`config.mk`:
```
export PLATFORM = sky130hd
export DESIGN_NAME = trigger_sync_hub
export DESIGN_NICKNAME = d
export VERILOG_FILES = /design/src/rtl/trigger_sync_hub.sv
export SDC_FILE = /design/constraint.sdc
export NUM_CORES = 1
export LEC_CHECK = 0
export CAP_MARGIN = 0
export CORE_ASPECT_RATIO = 1.4
export CORE_MARGIN = 4
export CORE_UTILIZATION = 30
export CTS_CLUSTER_DIAMETER = 50
export CTS_CLUSTER_SIZE = 8
export DETAILED_ROUTE_END_ITERATION = 7
export PLACE_DENSITY = 0.65
export SYNTH_ARGS = -nofsm -noshare
export SYNTH_HDL_FRONTEND = slang
export SYNTH_SLANG_ARGS = --single-unit
```
`constraint.sdc`:
```
create_clock -name ap_clk -period 2 [get_ports ap_clk]
set_input_delay 0.5 -clock ap_clk [delete_from_list [all_inputs] [get_ports ap_clk]]
set_output_delay 0.5 -clock ap_clk [all_outputs]
set_load 0.02 [all_outputs]
```
`src/rtl/trigger_sync_hub.sv`:
```
// Network-side trigger hub: aggregates per-actor trigger flags and owns the host ap_start/ap_done handshake.
// Optional RUN-state watchdog enabled by defining TRIGGER_SYNC_HUB_WATCHDOG_EN.
module trigger_sync_hub #(
    parameter int NUM_ACTORS      = 4,
    parameter int WATCHDOG_CYCLES = 1000000
) (
    input  logic                  ap_clk,
    input  logic                  ap_rst_n,
    input  logic                  ap_start,
    output logic                  ap_done,
    output logic                  ap_ready,
    output logic                  ap_idle,
    output logic                  trigger_start,
    input  logic [NUM_ACTORS-1:0] actor_sleep,
    input  logic [NUM_ACTORS-1:0] actor_sync_exec,
    input  logic [NUM_ACTORS-1:0] actor_sync_wait,
    input  logic [NUM_ACTORS-1:0] actor_waited,
    input  logic [NUM_ACTORS-1:0] actor_idle,
    output logic                  all_sleep,
    output logic                  all_sync,
    output logic                  all_sync_wait,
    output logic [NUM_ACTORS-1:0] all_waited,
    output logic [31:0]           sync_rounds,
    output logic                  timeout
);

    typedef enum logic [1:0] {
        S_IDLE  = 2'd0,
        S_START = 2'd1,
        S_RUN   = 2'd2,
        S_DONE  = 2'd3
    } state_t;

    state_t                state_q;
    state_t                state_d;
    logic                  seen_busy_q;
    logic                  sync_prev_q;
    logic [31:0]           sync_rounds_q;
    logic                  run;
    logic                  accept;
    logic                  wd_expire;
    logic [NUM_ACTORS-1:0] waited_raw;

    assign run    = (state_q == S_RUN);
    assign accept = (state_q == S_IDLE) && ap_start;

    // Bit i ignores its own waited flag; a single actor therefore sees a vacuous 1.
    for (genvar i = 0; i < NUM_ACTORS; i++) begin : g_waited
        logic [NUM_ACTORS-1:0] others;
        always_comb begin
            others    = actor_waited;
            others[i] = 1'b1;
        end
        assign waited_raw[i] = &others;
    end

    // Idle triggers still report sleep/sync_wait, so everything is masked outside RUN.
    assign all_sleep     = run && (&actor_sleep);
    assign all_sync      = run && (&(actor_sync_exec | actor_sync_wait));
    assign all_sync_wait = run && (&actor_sync_wait);
    assign all_waited    = run ? waited_raw : '0;

    assign ap_idle       = (state_q == S_IDLE);
    assign trigger_start = (state_q == S_START);
    assign ap_done       = (state_q == S_DONE);
    assign ap_ready      = ap_done;
    assign sync_rounds   = sync_rounds_q;

    always_comb begin
        state_d = state_q;
        case (state_q)
            S_IDLE:  if (ap_start) state_d = S_START;
            S_START: state_d = S_RUN;
            S_RUN:   if ((seen_busy_q && (&actor_idle)) || wd_expire) state_d = S_DONE;
            S_DONE:  state_d = S_IDLE;
            default: state_d = S_IDLE;
        endcase
    end

    always_ff @(posedge ap_clk or negedge ap_rst_n) begin
        if (!ap_rst_n) begin
            state_q       <= S_IDLE;
            seen_busy_q   <= 1'b0;
            sync_prev_q   <= 1'b0;
            sync_rounds_q <= '0;
        end else begin
            state_q     <= state_d;
            sync_prev_q <= all_sync;
            if (accept) begin
                seen_busy_q   <= 1'b0;
                sync_rounds_q <= '0;
            end else begin
                if (run && !(&actor_idle)) seen_busy_q <= 1'b1;
                if (all_sync && !sync_prev_q && (sync_rounds_q != 32'hFFFF_FFFF))
                    sync_rounds_q <= sync_rounds_q + 32'd1;
            end
        end
    end

`ifdef TRIGGER_SYNC_HUB_WATCHDOG_EN
    logic [31:0] wd_cnt_q;
    logic        timeout_q;

    // Fires on the RUN cycle in which the count reaches the limit; DONE follows.
    assign wd_expire = run && (({1'b0, wd_cnt_q} + 33'd1) >= 33'(WATCHDOG_CYCLES));
    assign timeout   = timeout_q;

    always_ff @(posedge ap_clk or negedge ap_rst_n) begin
        if (!ap_rst_n) begin
            wd_cnt_q  <= '0;
            timeout_q <= 1'b0;
        end else begin
            if (accept) timeout_q <= 1'b0;
            else if (wd_expire) timeout_q <= 1'b1;
            if (state_q == S_START) wd_cnt_q <= '0;
            else if (run) wd_cnt_q <= wd_cnt_q + 32'd1;
        end
    end
`else
    assign wd_expire = 1'b0;
    assign timeout   = 1'b0;
`endif

endmodule

```
==> out/metrics.yaml <==
global_route:
  track_usage_pct: 15.9
  gr-total-overflow: 0
  grt_pass1_vias: 2215
  grt_antenna_before_repair: 0
  grt_max_degree: 32
  grt_pass1_wl_mm: 10.7
cts:
  cts_buffer_depth: 2
  cts_hold_buffers: 0
  cts.clk_slew.worst_paths_ns: 0.07
  cts_sinks: 36
  cts_max_level: 2
  cts-root-buf: "clkbuf_8"
  clk_latency_ns: 0.29
  cts_tree: "done"
  cts-buffers-inserted: 5
drt:
  wl_mm: 6.78
  drc: 0
  vias: 2369
  routedWlPerCell_um: 14.6
  drt_iter0_markers: 141
  vias_per_cell: 5.11
  ant_nets: 0
  dr.pass1.iters: 4
final_layout:
  drive_above_1_share_pct: 32.3
  fillers: 624
  final_common_cell: "buf_4"
  mostFrequentLayoutCells: "buf_4 (63), clkdlybuf4s50_1 (45), dfrtp_1 (27)"
  nNetsFinal: 400
  area_growth_pct: 70.7
  fin_util_pct: 53.8
  design_area_sq_mm: 0.00361
  stdcell_count: 464
  diodes: 0
critical_path:
  crit_type: "reg2reg"
  start_kind: "register"
  worstPathArrival_ns: 2.35
  crit_fanout: 6
  cp.required_ns: 2.22
  end_kind: "register"
synthesis:
  synth_top_cell_area_share_pct: 42.6
  synth_seq_area_share_pct: 42.6
  synthesis.nets: 267
  ys_ff_latch: 36
  yosys_warnings: 0
  yosys-top-cells-area: "dfrtp_1 (43%), a21oi_1 (7.1%), or4_1 (5.0%)"
  synth_cell_types: 33
  syn-cell-area_sq_mm: 0.00211
  syn_area_per_cell_sq_um: 8.88
  synth_largest_area_cell: "dfrtp_1"
  synthCells: 238
power:
  pwr-share-comb_pct: 41.5
  internal_power_mw: 1.51
  p_per_area_mw_per_mm2: 646
  p_seq_share_pct: 35.2
  p_leak_nw: 1.50
  worst_ir_drop_vdd_mv: 0.274
  pwr-share-clk_pct: 23.2
  netSwitchingFraction_pct: 35.0
  switching_power_mw: 0.815
timing:
  finalHoldViolCount: 0
  finalSetupViolCount: 14
  fmax_mhz: 470
  finalCritPeriodShare_pct: 106
  finClkSkew_ns: 0.00639
  slew_viol_final: 0
  layout_setup_ws_ns: -0.126
  period_minus_slack_ns: 2.13
  fin_hold_ws_ns: 0.155
  rsz0062_at_grt: "yes"
die:
  dieArea_sq_mm: 0.00847
  core_area_sq_mm: 0.00670
  num_rows: 35
  die_y_um: 107
  initial_core_util_pct: 31.5
  ios: 67
  die_w_um: 78.9
job:
  cap_violations: 0
place:
  portBuffers: 65
  gp_congestion: 0.827
  placed_cell_area_sq_mm: 0.00334
  dpl.hpwl_mm: 4.96
  place_ws_ns: -0.567
  dp_cells: 447
hold_path:
  hold_class: "in2async"
outcome:
  status: "finished with violations"
  violations: "setup timing"
==> Yosys cell counts <==
cell,count
nand3_1,11
or2_2,1
o31ai_4,1
nor4_4,1
conb_1,1
ha_1,6
nor2_1,14
or3_1,16
dfrtp_1,36
o211ai_1,2
clkbuf_1,5
or4_4,1
nand4_2,1
and3_1,2
a21oi_1,30
inv_1,8
buf_6,3
o31ai_1,12
xor2_1,3
nand4_1,12
nor4_1,2
o21ai_1,7
o21ai_0,12
nand2_1,20
buf_2,1
buf_4,2
and2_1,2
and4_1,4
nor3_1,5
or4_1,14
o22ai_1,1
o2111ai_1,1
nand2b_1,1
==> kinds of logic after synthesis <==
logic type	after synthesis	share of synthesized area (%)
AND/OR/NAND/NOR	107	29.2
AO/OA/AOI/OAI	66	18.3
flip-flops	36	42.6
other	1	0.177
XOR/XNOR	3	1.24
buffers and inverters	19	4.85
adder cells (fa/ha/maj)	6	3.55
==> flip-flops by register name (all words and copies together) (netlist names) <==
name and count:
state_q 2, seen_busy_q 1, sync_prev_q 1, sync_rounds 32
==> worst max-delay path, stage by stage (launching register included) <==
cell	delay (ns)
dfrtp_1	0.39
inv_2	0.07
ha_4	0.15
o21ai_4	0.07
nor4_4	0.22
o31ai_4	0.13
buf_6	0.14
buf_6	0.11
buf_12	0.12
or4_4	0.52
a21oi_2	0.13
==> per-stage QoR <==
step	total power, mW	TNS, ns
6_report	2.33	-0.908
5_1_grt	2.45	-2.76
4_1_cts	2.35	-0.888
3_5_place_dp	1.74	-16.90
3_3_place_gp	1.73	-15.86
2_1_floorplan	1.34	-0.415
==> power by group through the flow <==
stage | registers [mW] | logic [mW] | clock network [mW]
detailed placement | 0.835 | 0.908 | 0
global placement | 0.833 | 0.897 | 0
finish | 0.821 | 0.968 | 0.541
floorplan | 0.877 | 0.464 | 0
global route | 0.828 | 1.05 | 0.580
CTS | 0.821 | 0.967 | 0.557
==> metal layers <==
layer	vias up	track usage [%]	wire [um]
li1	1163	-	-
met3	7	3.35	258
met4	0	4.67	87
met5	-	0	0
met1	1150	18.8	2730
met2	49	28.8	3710
==> final timing paths <==
kind | start | to | slack [ns] | cells after the start
min | ap_rst_n | sync_rounds[18] | 0.16 | 1
max | state_q[0] | sync_rounds[31] | -0.13 | 10
min reg2reg | seen_busy_q | seen_busy_q | 0.51 | 2
min in group ap_clk | seen_busy_q | seen_busy_q | 0.51 | 2
max reg2reg | state_q[0] | sync_rounds[31] | -0.13 | 10
max in group asynchronous | ap_rst_n | sync_rounds[0] | 1.37 | 2
==> area by class of cell <==
class	instances	area (sq um)	share of cell area [%]
clock buffers	8	90.1	2.50
inverters	8	30.0	0.832
multi-input cells	183	1230	34.2
flip-flops and latches	36	912	25.3
well taps	92	115	3.19
repair buffers	137	1230	34.0
==> repair_timing <==
action | 4_1_cts | 5_1_grt
hold endpoints to repair | 0 | 0
pin swaps | 15 | 8
buffers inserted | 7 | 1
gates cloned | 2 | 0
setup endpoints to repair | 41 | 35
gates resized for setup | 48 | 22
No activity file was read; power rests on OpenSTA's default activity.
